--- config.mk ---
export PLATFORM = sky130hd
export DESIGN_NAME = instr_encoder_flat
export DESIGN_NICKNAME = d
export VERILOG_FILES = /design/src/rtl/instr_encoder_pkg.sv /design/src/rtl/instr_encoder_if.sv /design/src/rtl/instr_encoder_pack.sv /design/src/rtl/instr_encoder.sv /design/src/flat_wrapper.sv
export SDC_FILE = /design/constraint.sdc
export NUM_CORES = 1
export LEC_CHECK = 0
export BUFFER_PORTS_ARGS = -buffer_cell sky130_fd_sc_hd__buf_2
export CORE_ASPECT_RATIO = 0.7
export CORE_UTILIZATION = 50
export CTS_BUF_LIST = sky130_fd_sc_hd__clkbuf_4
export DETAILED_ROUTE_END_ITERATION = 10
export GPL_TIMING_DRIVEN = 0
export PLACE_DENSITY = 0.78
export SKIP_LAST_GASP = 1
export SLEW_MARGIN = 20
export SYNTH_ARGS = -nofsm -noshare
export SYNTH_HDL_FRONTEND = slang
export SYNTH_SLANG_ARGS = --single-unit
--- constraint.sdc ---
create_clock -name clk -period 1.7 [get_ports clk]
set_input_delay 0.34 -clock clk [delete_from_list [all_inputs] [get_ports clk]]
set_output_delay 0.34 -clock clk [all_outputs]
set_load 0.02 [all_outputs]
--- src/rtl/instr_encoder_pkg.sv ---
// Shared KGP-RISC encoding definitions: mnemonics, opcodes, field positions.
// Also imported by the core's controller.
package instr_encoder_pkg;

  typedef enum logic [4:0] {
    MN_ADD, MN_SUB, MN_AND, MN_OR, MN_XOR, MN_NOT, MN_SLA, MN_SLL, MN_SRA, MN_SRL,
    MN_ADDI, MN_SUBI, MN_ANDI, MN_ORI, MN_XORI, MN_NOTI, MN_SLAI, MN_SLLI, MN_SRAI, MN_SRLI,
    MN_MOVE, MN_LD, MN_ST, MN_BR, MN_BMI, MN_BPL, MN_BZ
  } mnem_e;

  localparam logic [5:0] OP_R       = 6'b000000;
  localparam logic [5:0] OP_I_BASE  = 6'b010000;
  localparam logic [5:0] OP_MOVE    = 6'b011010;
  localparam logic [5:0] OP_LD      = 6'b100001;
  localparam logic [5:0] OP_ST      = 6'b100010;
  localparam logic [5:0] OP_BR_BASE = 6'b110000;

  localparam int OPC_LSB = 26;
  localparam int RS_LSB  = 21;
  localparam int RT_LSB  = 16;
  localparam int IMM_W   = 16;
  localparam int OFS_W   = 26;

  typedef struct packed {
    logic [4:0]  mnem;
    logic [4:0]  rs;
    logic [4:0]  rt;
    logic [31:0] imm;
    logic        last;
  } sym_instr_t;

  typedef enum logic [1:0] {ST_IDLE, ST_ENC, ST_WRITE, ST_DONE} enc_state_e;

  // True when v, read as signed, survives truncation to w bits.
  function automatic logic fits_signed(input logic [31:0] v, input int w);
    logic [31:0] hi;
    hi = 32'($signed(v) >>> (w - 1));
    return (hi == '0) || (hi == '1);
  endfunction

endpackage

--- src/rtl/instr_encoder_if.sv ---
// Symbolic-instruction stream plus instruction-memory write port.
interface instr_encoder_if #(parameter int ADDR_W = 10);
  logic              in_valid;
  logic              in_ready;
  logic [4:0]        in_mnem;
  logic [4:0]        in_rs;
  logic [4:0]        in_rt;
  logic [31:0]       in_imm;
  logic              in_last;
  logic              imem_we;
  logic [ADDR_W-1:0] imem_addr;
  logic [31:0]       imem_wdata;
  logic              imem_ack;

  modport slave (
    input  in_valid, in_mnem, in_rs, in_rt, in_imm, in_last, imem_ack,
    output in_ready, imem_we, imem_addr, imem_wdata
  );

  modport master (
    output in_valid, in_mnem, in_rs, in_rt, in_imm, in_last, imem_ack,
    input  in_ready, imem_we, imem_addr, imem_wdata
  );
endinterface

--- src/rtl/instr_encoder_pack.sv ---
// instr_pack: combinational mnemonic+fields -> 32-bit word, illegal, range error.
// Range checking exists only when ENC_RANGE_CHECK_EN is defined.
module instr_pack
  import instr_encoder_pkg::*;
(
  input  logic [4:0]  mnem_i,
  input  logic [4:0]  rs_i,
  input  logic [4:0]  rt_i,
  input  logic [31:0] imm_i,
  output logic [31:0] word_o,
  output logic        illegal_o,
  output logic        range_err_o
);
  logic [5:0] opc;

  always_comb begin
    word_o      = '0;
    illegal_o   = 1'b0;
    range_err_o = 1'b0;
    opc         = OP_R;
    if (mnem_i <= 5'd9) begin
      word_o = {OP_R, rs_i, rt_i, 10'b0, {1'b0, mnem_i} + 6'd1};
    end else if (mnem_i <= 5'd22) begin
      if (mnem_i <= 5'd19)       opc = OP_I_BASE + {1'b0, mnem_i - 5'd10};
      else if (mnem_i == 5'd20)  opc = OP_MOVE;
      else if (mnem_i == 5'd21)  opc = OP_LD;
      else                       opc = OP_ST;
      word_o = {opc, rs_i, rt_i, imm_i[IMM_W-1:0]};
`ifdef ENC_RANGE_CHECK_EN
      range_err_o = !fits_signed(imm_i, IMM_W);
`endif
    end else if (mnem_i <= 5'd26) begin
      opc    = OP_BR_BASE + {1'b0, mnem_i - 5'd23};
      word_o = {opc, imm_i[OFS_W-1:0]};
`ifdef ENC_RANGE_CHECK_EN
      range_err_o = !fits_signed(imm_i, OFS_W);
`endif
    end else begin
      illegal_o = 1'b1;
    end
  end
endmodule

--- src/rtl/instr_encoder.sv ---
// KGP-RISC program loader: encodes symbolic instructions, writes them to imem,
// then releases the core. ENC_RANGE_CHECK_EN enables immediate range checking.
module instr_encoder
  import instr_encoder_pkg::*;
#(
  parameter int ADDR_W    = 10,
  parameter int BASE_ADDR = 0
) (
  input  logic            clk,
  input  logic            reset,
  instr_encoder_if.slave  bus,
  input  logic            restart,
  output logic            cpu_run,
  output logic            err_illegal,
  output logic            err_overflow,
  output logic            err_range
);
  localparam logic [ADDR_W-1:0] BASE = ADDR_W'(BASE_ADDR);
  localparam logic [ADDR_W-1:0] TOP  = '1;

  enc_state_e        state_q, state_d;
  sym_instr_t        fld_q, fld_d;
  logic [31:0]       word_q, word_d;
  logic [ADDR_W-1:0] addr_q, addr_d;
  logic              full_q, full_d;
  logic              err_ill_q, err_ill_d;
  logic              err_ovf_q, err_ovf_d;
  logic              err_rng_q, err_rng_d;
  enc_state_e        drop_to;

  logic [31:0] pk_word;
  logic        pk_illegal, pk_rng;

  instr_pack u_pack (
    .mnem_i      (fld_q.mnem),
    .rs_i        (fld_q.rs),
    .rt_i        (fld_q.rt),
    .imm_i       (fld_q.imm),
    .word_o      (pk_word),
    .illegal_o   (pk_illegal),
    .range_err_o (pk_rng)
  );

  always_comb begin
    state_d   = state_q;
    fld_d     = fld_q;
    word_d    = word_q;
    addr_d    = addr_q;
    full_d    = full_q;
    err_ill_d = err_ill_q;
    err_ovf_d = err_ovf_q;
    err_rng_d = err_rng_q;
    drop_to   = fld_q.last ? ST_DONE : ST_IDLE;
    unique case (state_q)
      ST_IDLE: if (bus.in_valid) begin
        fld_d   = '{mnem: bus.in_mnem, rs: bus.in_rs, rt: bus.in_rt,
                    imm: bus.in_imm, last: bus.in_last};
        state_d = ST_ENC;
      end
      ST_ENC: begin
        word_d = pk_word;
        if (pk_illegal) begin
          err_ill_d = 1'b1;
          state_d   = drop_to;
        end else if (pk_rng) begin
          err_rng_d = 1'b1;
          state_d   = drop_to;
        end else if (full_q) begin
          err_ovf_d = 1'b1;
          state_d   = drop_to;
        end else begin
          state_d   = ST_WRITE;
        end
      end
      ST_WRITE: if (bus.imem_ack) begin
        // Saturate at the top word; the full flag then blocks further writes.
        if (addr_q == TOP) full_d = 1'b1;
        else               addr_d = addr_q + 1'b1;
        state_d = drop_to;
      end
      ST_DONE: if (restart) begin
        addr_d  = BASE;
        full_d  = 1'b0;
        state_d = ST_IDLE;
      end
      default: state_d = ST_IDLE;
    endcase
  end

  always_ff @(posedge clk or negedge reset) begin
    if (!reset) begin
      state_q   <= ST_IDLE;
      fld_q     <= '0;
      word_q    <= '0;
      addr_q    <= BASE;
      full_q    <= 1'b0;
      err_ill_q <= 1'b0;
      err_ovf_q <= 1'b0;
      err_rng_q <= 1'b0;
    end else begin
      state_q   <= state_d;
      fld_q     <= fld_d;
      word_q    <= word_d;
      addr_q    <= addr_d;
      full_q    <= full_d;
      err_ill_q <= err_ill_d;
      err_ovf_q <= err_ovf_d;
      err_rng_q <= err_rng_d;
    end
  end

  // Outputs decode straight from the state register so reset drops them at once.
  assign bus.in_ready   = (state_q == ST_IDLE);
  assign bus.imem_we    = (state_q == ST_WRITE);
  assign bus.imem_addr  = addr_q;
  assign bus.imem_wdata = word_q;
  assign cpu_run        = (state_q == ST_DONE);
  assign err_illegal    = err_ill_q;
  assign err_overflow   = err_ovf_q;
`ifdef ENC_RANGE_CHECK_EN
  assign err_range      = err_rng_q;
`else
  assign err_range      = 1'b0;
`endif
endmodule

--- src/flat_wrapper.sv ---
// flat-port wrapper written by rule: the top's interface ports become plain ports
module instr_encoder_flat import instr_encoder_pkg::*;
#(
  parameter int ADDR_W    = 10,
  parameter int BASE_ADDR = 0
)
  (clk, reset, restart, cpu_run, err_illegal, err_overflow, err_range, bus_in_valid, bus_in_mnem, bus_in_rs, bus_in_rt, bus_in_imm, bus_in_last, bus_imem_ack, bus_in_ready, bus_imem_we, bus_imem_addr, bus_imem_wdata);
  instr_encoder_if #(.ADDR_W(ADDR_W)) bus_i ();
  input  logic clk;
  input  logic reset;
  input  logic restart;
  output logic cpu_run;
  output logic err_illegal;
  output logic err_overflow;
  output logic err_range;
  input wire logic [$bits(bus_i.in_valid)-1:0] bus_in_valid;
  input wire logic [$bits(bus_i.in_mnem)-1:0] bus_in_mnem;
  input wire logic [$bits(bus_i.in_rs)-1:0] bus_in_rs;
  input wire logic [$bits(bus_i.in_rt)-1:0] bus_in_rt;
  input wire logic [$bits(bus_i.in_imm)-1:0] bus_in_imm;
  input wire logic [$bits(bus_i.in_last)-1:0] bus_in_last;
  input wire logic [$bits(bus_i.imem_ack)-1:0] bus_imem_ack;
  output wire logic [$bits(bus_i.in_ready)-1:0] bus_in_ready;
  output wire logic [$bits(bus_i.imem_we)-1:0] bus_imem_we;
  output wire logic [$bits(bus_i.imem_addr)-1:0] bus_imem_addr;
  output wire logic [$bits(bus_i.imem_wdata)-1:0] bus_imem_wdata;
  assign bus_i.in_valid = bus_in_valid;
  assign bus_i.in_mnem = bus_in_mnem;
  assign bus_i.in_rs = bus_in_rs;
  assign bus_i.in_rt = bus_in_rt;
  assign bus_i.in_imm = bus_in_imm;
  assign bus_i.in_last = bus_in_last;
  assign bus_i.imem_ack = bus_imem_ack;
  assign bus_in_ready = bus_i.in_ready;
  assign bus_imem_we = bus_i.imem_we;
  assign bus_imem_addr = bus_i.imem_addr;
  assign bus_imem_wdata = bus_i.imem_wdata;
  instr_encoder #(.ADDR_W(ADDR_W), .BASE_ADDR(BASE_ADDR)) u_core (.clk(clk), .reset(reset), .bus(bus_i), .restart(restart), .cpu_run(cpu_run), .err_illegal(err_illegal), .err_overflow(err_overflow), .err_range(err_range));
endmodule
# ---- After elaboration in Yosys (flattened, before gate mapping)
# Index checks and enable logic that the tools add are counted.
dict set report word_totals {
  regBits 89
  in_bits 53
  output_inout_bits 48
  wordCells 65
}
dict set report op_classes {
  add_sub_neg 6
  n_lt_le_gt_ge 4
  eq_ne 11
  mux 24
  bitwise_logic 1
  n_reduce_logical 8
}
# operator n
set op_table {}
lappend op_table {{2-to-1 mux 32 bit} 3}
lappend op_table {{2-to-1 mux 10 bit} 3}
lappend op_table {{one-hot mux 10 bit (2 select lines)} 1}
lappend op_table {{less-or-equal comparator 5 bit, second input constant} 3}
lappend op_table {{2-to-1 mux 2 bit} 7}
lappend op_table {{2-to-1 mux 6 bit} 2}
lappend op_table {{adder 10 x 1 -> 10 bit, second input constant} 1}
lappend op_table {{equality test 10 bit, second input constant} 1}
lappend op_table {{equality test 5 bit, second input constant} 2}
lappend op_table {{!= test 2 bit, second input constant} 4}
lappend op_table {{one-hot mux 2 bit (4 select lines)} 1}
lappend op_table {{AND reduction 4 bit} 2}
lappend op_table {{adder 5 x 1 -> 6 bit, second input constant} 1}
lappend op_table {{adder 5 x 5 -> 6 bit, first input constant} 1}
lappend op_table {{adder 6 x 5 -> 6 bit, first input constant} 1}
lappend op_table {{2-to-1 mux 1 bit} 6}
lappend op_table {{AND reduction 3 bit} 2}
lappend op_table {{less-or-equal comparator 5 x 4 -> 1 bit, second input constant} 1}
lappend op_table {{subtractor 5 x 4 -> 5 bit, second input constant} 1}
lappend op_table {{subtractor 5 bit, second input constant} 1}
lappend op_table {{equality test 2 bit, second input constant} 2}
lappend op_table {{AND reduction 2 bit} 2}
lappend op_table {{equality test 2 x 1 -> 1 bit, second input constant} 1}
lappend op_table {{logical NOT 2 bit} 1}
lappend op_table {{other kinds (4)} 4}

# ---- Longest topological paths before layout
# Gate-level depths: netlist of the first run.
dict set report depth {
  depth_word 6
  mapped_depth 9
  depth_no_buf 6
}

# ---- Cells and area by module
# Synthesis of the first run repeated with hierarchy kept, for this count alone.
dict set report hier_totals {
  cells_unflattened 357
  hier_area_um2 4571.9
}
# mod n_inst cells_per_inst area_per_inst_um2
set by_module_without_submodules {}
lappend by_module_without_submodules {instr_encoder 1 266 3843.7}
lappend by_module_without_submodules {instr_pack 1 91 728.2}

# ---- Worst setup path after synthesis of the first run
# OpenSTA, ideal clock, no wires.
dict set report synth_path {
  path_kind {register -> register}
  startpoint {reg u_core.fld_q[45] in the netlist's numbering}
  endpoint {reg u_core.word_q[10] (netlist: u_core.bus.imem_wdata[10])}
  setup_time_ns 0.121
  t_arrival_ns 1.734
  t_required_ns 1.579
  path_slack_ns -0.155
  stages_incl_launch_ff 9
  synth_period_minus_slack_ns 1.855
  cell_sequence {dfrtp_1 > buf_4 > inv_1 > ha_1 > a21bo_2 > a31oi_2 > nor3b_2 > buf_4 > a22o_1}
}
dict set report synth_between {
  elab_chain_cells 4
  elab_cells_between_ends 6
  classes_between {3 x order compare; 3 x mux}
}
# element line_no
set synth_rtl {}
lappend synth_rtl {{start: declaration} instr_encoder.sv:22} ;# sym_instr_t fld_q, fld_d;
lappend synth_rtl {{start signal: assignment} instr_encoder.sv:102} ;# fld_q <= fld_d;
lappend synth_rtl {{less-or-equal comparator 5 bit} instr_encoder_pack.sv:32} ;# end else if (mnem_i <= 5'd26) begin
lappend synth_rtl {{2-to-1 mux 32 bit} instr_encoder_pack.sv:32}
lappend synth_rtl {{2-to-1 mux 32 bit} instr_encoder_pack.sv:23} ;# end else if (mnem_i <= 5'd22) begin
lappend synth_rtl {{2-to-1 mux 32 bit (*)} instr_encoder_pack.sv:21} ;# if (mnem_i <= 5'd9) begin
lappend synth_rtl {{end signal: assignment} instr_encoder.sv:103} ;# word_q <= word_d;
lappend synth_rtl {{end: declaration} instr_encoder.sv:23} ;# logic [31:0] word_q, word_d;
# Every way passes the cells marked *; elsewhere a longest branch is shown, timed or not.
# A chain may end at the register's enable or synchronous reset.

# ---- Final worst setup path of the first run
dict set report layout_path {
  startpoint {reg u_core.fld_q[44] in the netlist's numbering}
  endpoint {reg u_core.word_q[26] (netlist: u_core.bus.imem_wdata[26])}
}
dict set report layout_between {
  elab_chain_cells 6
  elab_cells_between_ends 12
  classes_between {4 x order compare; 2 x eq/ne; 6 x mux}
}
# element line_no
set layout_rtl {}
lappend layout_rtl {{equality test 5 bit} instr_encoder_pack.sv:26} ;# else if (mnem_i == 5'd21) opc = OP_LD;
lappend layout_rtl {{2-to-1 mux 2 bit} instr_encoder_pack.sv:26}
lappend layout_rtl {{2-to-1 mux 6 bit} instr_encoder_pack.sv:25} ;# else if (mnem_i == 5'd20) opc = OP_MOVE;
lappend layout_rtl {{2-to-1 mux 6 bit} instr_encoder_pack.sv:24} ;# if (mnem_i <= 5'd19) opc = OP_I_BASE + {1'b0, mnem_i - 5'd10};
lappend layout_rtl {{2-to-1 mux 32 bit} instr_encoder_pack.sv:23}
lappend layout_rtl {{2-to-1 mux 32 bit (*)} instr_encoder_pack.sv:21}
# Marked as above.

==> flow_summary.toml, run 1 <==
[critical_path]
cp_data_required_time_ns = 2.04
cp_data_arrival_time_ns = 2.15
critical-path-top-delay-family = "compound AO/OA/AOI/OAI gates"
path_class = "flip-flop to flip-flop"
r2r_cells = 6
cp_cell_sequence = "buf_6 -> ha_4 -> a21boi_4 -> o21a_4 -> or3b_1 -> a32o_1"
worstSetupStartpointType = "flip-flop"
reg2reg_slack_ns = -0.11
cp-end-kind = "flip-flop"
path_buf_inv = 1
max_stage_delay_ns = 0.48
path_depth = 6
cp_slowest_cell = "dfrtp_2"
crit_fanout = 4

[floorplan]
die_area_mm2 = 0.00889
row_count = 27
coreArea_mm2 = 0.00804
ios = 101
dieHeight_um = 79.2
fp.dieW_um = 112
start_util = 0.529

[synth]
synthArstFlopShare = 1.00
yosys-top-cells-area = "dfrtp_1 (52%), mux2_2 (10%), nand2_1 (2.7%)"
ys.flop_type = "dfrtp_1"
synthCells = 368
synth-edff-count = 0
synth.distinct_cells = 65
synth.most_common_cell = "dfrtp_1"
synth_common_cells = "dfrtp_1 (89), mux2_2 (38), nand2_1 (31)"
synth.avg_cell_area_um2 = 11.6
yosys_warnings = 0
yosys_register_bits = 89
netlist.area_leader.share = 0.523
synth_seq_area_share = 0.523
synth_nets = 430
yosysTopAreaCell = "dfrtp_1"
syn-cell-area_mm2 = 0.00426

[finish]
n_antenna_cell = 0
nNetsFinal = 568
nFillCells = 601
layout-drive-gt1-share = 0.524
area_growth_pct = 31.3
fin_area_mm2 = 0.00559

[power]
power_density_mw_per_mm2 = 1890
power.total_mw = 10.6
leakagePower_nw = 2.58
peakVddDrop_mv = 1.06

[placement]
place.gp.congestion = 0.970
io_buffers = 93
dpl_cell_area_mm2 = 0.00492
dpl.hpwl_mm = 7.15

[outcome]
status = "complete, but fails checks"
violations = "DRC, setup timing"

[cts]
h-tree-depth = 3
cts_tree = "done"
clk_pin_slew_ns = 0.13
cts_buffers = 9
cts.path.max_buffers = 2
root_buffer = "clkbuf_4"
clock_latency_ns = 0.45
clkSinkCount = 89

[detailed_routing]
drt_iter0_markers = 154
drc_errors = 8
final_antenna_net_count = 0
post_drt_via_cell_ratio = 5.48
routedWlPerCell_um = 17.1
dr.pass1.iters = 7
dr_total_vias = 3352
wirelength_mm = 10.5

[sta]
layout_min_cycle_time_ns = 1.81
setup_viol = 24
fin_crit_sh = 1.07
finalMaxSlewViolations = 0
timing.final.ws_setup_ns = -0.111
clock_skew_ns = 0.0197
max_freq_mhz = 552
rsz0062_at_grt = "yes"
final-hold-violation-count = 0
timing.hold.ws_ns = 0.0925

[global_route]
overflow = 0
track_usage = 0.247
grt_pass1_wl_mm = 16.8
grt_pass1_vias = 3357
antenna_found_initial = 1
grt_max_degree = 56

[run]
max-cap-violations = 0

[min_path]
whs_path_depth = 3
hp-class = "primary input to flip-flop"
[power breakdown]
part           total (mW)  switching, mW  internal [mW]
Combinational        5.82           3.00           2.83
Clock                1.05          0.733          0.320
Sequential           3.67          0.620           3.05
Total                10.6           4.35           6.20
[logic make-up after synthesis]
logic type,after synthesis,share of synthesized area
compound gates,82,0.149
simple gates,109,0.138
buf+inv,36,0.0523
xor+xnor,2,0.00412
flops,89,0.523
fa+ha+maj,9,0.0265
other cells,1,0.000881
mux,40,0.105
[path summary, 6_finish.rpt]
| path | startpoint | endpoint |
|---|---|---|
| max in group asynchronous | reset | u_core.fld_q[16] |
| hold reg to reg | u_core.bus.imem_wdata[30] | u_core.bus.imem_wdata[30] |
| hold / removal | bus_in_mnem[0] | u_core.fld_q[43] |
| min in group asynchronous | reset | u_core.fld_q[3] |
| setup reg to reg | u_core.fld_q[44] | u_core.bus.imem_wdata[26] |
| setup / recovery | u_core.fld_q[44] | u_core.bus.imem_wdata[26] |
[placed cells by master (no fill, tap or decap), types with 3 or more instances in the layout]
| cell | count |
|---|---|
| clkbuf_4 | 10 |
| and3_1 | 3 |
| clkbuf_2 | 3 |
| buf_2 | 92 |
| o31ai_1 | 7 |
| nand2_1 | 22 |
| dfrtp_2 | 9 |
| inv_1 | 6 |
| nand3b_1 | 5 |
| a31oi_1 | 15 |
| o21ai_0 | 10 |
| ha_4 | 4 |
| nand2_2 | 10 |
| dfrtp_1 | 80 |
| o41ai_2 | 3 |
| buf_4 | 28 |
| nand2b_1 | 5 |
| mux2_2 | 38 |
| nand3_1 | 14 |
| ha_1 | 3 |
| buf_6 | 24 |
| nor2_1 | 20 |
| a21oi_1 | 4 |
| a22o_1 | 12 |
| o31ai_2 | 4 |
[metrics by stage]
stage / TNS (ns) / utilization / worst slack [ns] / instances
after floorplan: -0.500 / - / -0.0478 / 368
after global placement: -50.41 / 0.609 / -0.628 / 562
after detailed placement: -9.21 / 0.612 / -0.347 / 563
after CTS: -0.750 / 0.665 / -0.0635 / 599
after global routing: -3.50 / 0.695 / -0.157 / 612
final: -1.14 / 0.695 / -0.111 / 612
[layer usage]
metal | track usage | share of wire | vias to the layer above
met5 | 0 | 0.0011 | -
met4 | 0.0720 | 0.0056 | 2
met3 | 0.0817 | 0.065 | 8
met2 | 0.392 | 0.47 | 92
met1 | 0.326 | 0.45 | 1645
li1 | - | - | 1605
[registers in the layout, summed over array words and instances (netlist names)]
| register | flops |
|---|---|
| u_core.bus.imem_addr | 10 |
| u_core.fld_q | 42 |
| u_core.err_illegal | 1 |
| u_core.err_overflow | 1 |
| u_core.state_q | 2 |
| u_core.full_q | 1 |
| u_core.bus.imem_wdata | 32 |
[worst reg2reg max path: stages (launching register included)]
cell and delay (ns):
dfrtp_2 0.48, buf_6 0.14, ha_4 0.15, a21boi_4 0.15, o21a_4 0.22, or3b_1 0.35, a32o_1 0.22
[what timing repair did]
action / CTS / global route
buffers inserted: 20 / 12
gates resized for setup: 42 / 46
endpoints found under the hold margin: 34 / 0
endpoints found under the setup margin: 65 / 45
gates cloned: 1 / 1
pin swaps: 11 / 18
hold buffers: 1 / 0
[layout make-up]
class	count	area [um^2]	share of cell area
clock buffer	10	75.1	0.0134
sequential	89	2240	0.400
timing repair buffer	129	830	0.148
buffer	25	220	0.0394
multi-input combinational	243	2020	0.361
inverter	9	43.8	0.00783
clock inverter	6	41.3	0.00739
tap	101	126	0.0226
No activity file was read; power rests on OpenSTA's default activity.
==> inputs of run 2 (changes only) <==
ABC_AREA = 1   (was unset)
==> run 2 against run 1 <==
Against the previous run:
- sequential power decreased by 3%
- core utilization decreased by 6.3 points
- largest cell class unchanged
- critical path depth decreased by 3
- clock skew decreased by 0.0010 ns
- global-route usage decreased by 1.1 points
- wire length decreased by 4.9%
- the run now ends clean
- sequential cell count unchanged
- first-iteration DRC count increased by 27%
- highest routed layer is now met4
- design area decreased by 4.5%
- combinational power decreased by 5.0%
- critical endpoint is now bus_imem_addr[0]
- worst setup slack improved by 0.18 ns
- count of clock-buffer cells in the layout decreased by 1
==> flow_summary.toml, run 2 <==
[cts]
clk_pin_slew_ns = 0.15
root_buffer = "clkbuf_4"
cts_tree = "done"
clkSinkCount = 89
cts_buffers = 9
h-tree-depth = 3
cts.path.max_buffers = 2
clock_latency_ns = 0.46

[synth]
ys.flop_type = "dfrtp_1"
synth-edff-count = 0
yosys_register_bits = 89
yosys-top-cells-area = "dfrtp_1 (51%), nand2_1 (11%), mux2_2 (4.9%)"
synthCells = 483
yosys_warnings = 0
synth_common_cells = "nand2_1 (123), dfrtp_1 (89), nor2_1 (45)"
synth.most_common_cell = "nand2_1"
synth_seq_area_share = 0.511
yosysTopAreaCell = "dfrtp_1"
synth.distinct_cells = 39
synth.avg_cell_area_um2 = 9.03
synth_nets = 545
syn-cell-area_mm2 = 0.00436
synthArstFlopShare = 1.00
netlist.area_leader.share = 0.511

[sta]
timing.final.ws_setup_ns = 0.0643
tightest_slew_ns = 0.540
fin_crit_sh = 0.962
max_freq_mhz = 611
clock_skew_ns = 0.0187
setup_viol = 0
finalMaxSlewViolations = 0
layout_min_cycle_time_ns = 1.64
slew_headroom = 0.640
final-hold-violation-count = 0

[critical_path]
cp-end-kind = "primary output"
path_class = "flip-flop to primary output"
cp_data_arrival_time_ns = 1.30
worstSetupStartpointType = "flip-flop"
cp_data_required_time_ns = 1.36
crit_fanout = 3
r2r_cells = 8
reg2reg_slack_ns = 0.09

[floorplan]
row_count = 28
fp.dieW_um = 114
dieHeight_um = 80.1
start_util = 0.517
ios = 101
die_area_mm2 = 0.00911
coreArea_mm2 = 0.00844

[detailed_routing]
post_drt_via_cell_ratio = 5.00
drt_iter0_markers = 195
dr.pass1.iters = 4
routedWlPerCell_um = 13.7
final_antenna_net_count = 0
drc_errors = 0
dr_total_vias = 3625
wirelength_mm = 9.96

[finish]
area_growth_pct = 22.4
utilization = 0.632
largest_register_ffs = 42
fin_area_mm2 = 0.00534
largest-register = "u_core.fld_q"
layout-drive-gt1-share = 0.340
nNetsFinal = 662
n_antenna_cell = 0
final_common_cell = "nand2_1"
final_cell_mix = "nand2_1 (120), buf_2 (96), dfrtp_1 (85), nor2_1 (45), a21oi_1 (34)"

[placement]
place.gp.congestion = 0.909
preCtsSetupSlack_ns = -0.170
dpl.hpwl_mm = 7.17
dpl_cell_area_mm2 = 0.00501
io_buffers = 93

[outcome]
status = "complete, no violations"

[power]
power_density_mw_per_mm2 = 1950
leakagePower_nw = 2.73
peakVddDrop_mv = 0.810

[run]
max-cap-violations = 0

[global_route]
grt_pass1_vias = 3423
antenna_found_initial = 0
grt_pass1_wl_mm = 16.5
grt_max_degree = 52
overflow = 0
track_usage = 0.236

[min_path]
hp-class = "primary input to flip-flop"
whs_path_depth = 2
==> run 2: cell type report <==
class / instances / area, um^2
sequential: 89 / 2230
fill: 741 / 3100
buffer: 19 / 164
inverter: 44 / 188
clock buffer: 9 / 67.6
multi-input combinational: 331 / 1850
clock inverter: 7 / 93.8
tap: 120 / 150
timing repair buffer: 106 / 596
==> run 2: through the flow <==
step / setup TNS [ns] / total power, mW / hold slack (ns) / instances
2_1_floorplan: 0 / 7.30 / 0.0444 / 483
3_3_place_gp: -41.83 / 8.56 / 0.458 / 696
3_5_place_dp: -2.68 / 8.73 / 0.357 / 697
4_1_cts: 0 / 10.2 / 0.0613 / 715
5_1_grt: -0.0161 / 11.2 / 0.0510 / 725
6_report: 0 / 10.4 / 0.0865 / 725
==> run 2: layer usage <==
layer / track usage / wire length (um)
met3: 0.0687 / 588
met4: 0.0474 / 74
met2: 0.379 / 4540
met5: 0 / 0
met1: 0.319 / 4760
==> run 2: where the power goes <==
part           switching (mW)  internal [mW]
Combinational            3.41           2.12
Clock                   0.740          0.596
Sequential              0.519           3.03
Total                    4.67           5.74
==> run 2: repair_timing <==
action	in CTS	in global routing
hold buffers	1	0
endpoints found under the hold margin	38	0
gates cloned	0	0
resized for setup	13	16
setup buffers	1	10
pin swaps	2	4
endpoints found under the setup margin	34	45
==> run 2: logic make-up after synthesis <==
group	count (synthesis)	synth area share
flip-flops	89	0.511
adder cells (fa/ha/maj)	9	0.0258
AO/OA/AOI/OAI	73	0.0967
XOR/XNOR	2	0.00402
AND/OR/NAND/NOR	223	0.227
other	1	0.000860
buffers and inverters	63	0.0752
multiplexers	23	0.0594
==> run 2: final timing paths <==
path	endpoint	start
min in group asynchronous	u_core.bus.imem_wdata[31]	reset
max	bus_imem_addr[0]	u_core.bus.imem_addr[0]
min reg2reg	u_core.bus.imem_wdata[28]	u_core.bus.imem_wdata[28]
min	u_core.fld_q[24]	bus_in_imm[23]
max in group asynchronous	u_core.bus.imem_wdata[7]	reset
max reg2reg	u_core.bus.imem_wdata[21]	u_core.fld_q[45]
==> run 2: critical path: stages (launching register included) <==
cell and delay (ns):
dfrtp_1 0.43, buf_4 0.15, buf_4 0.13, buf_2 0.15
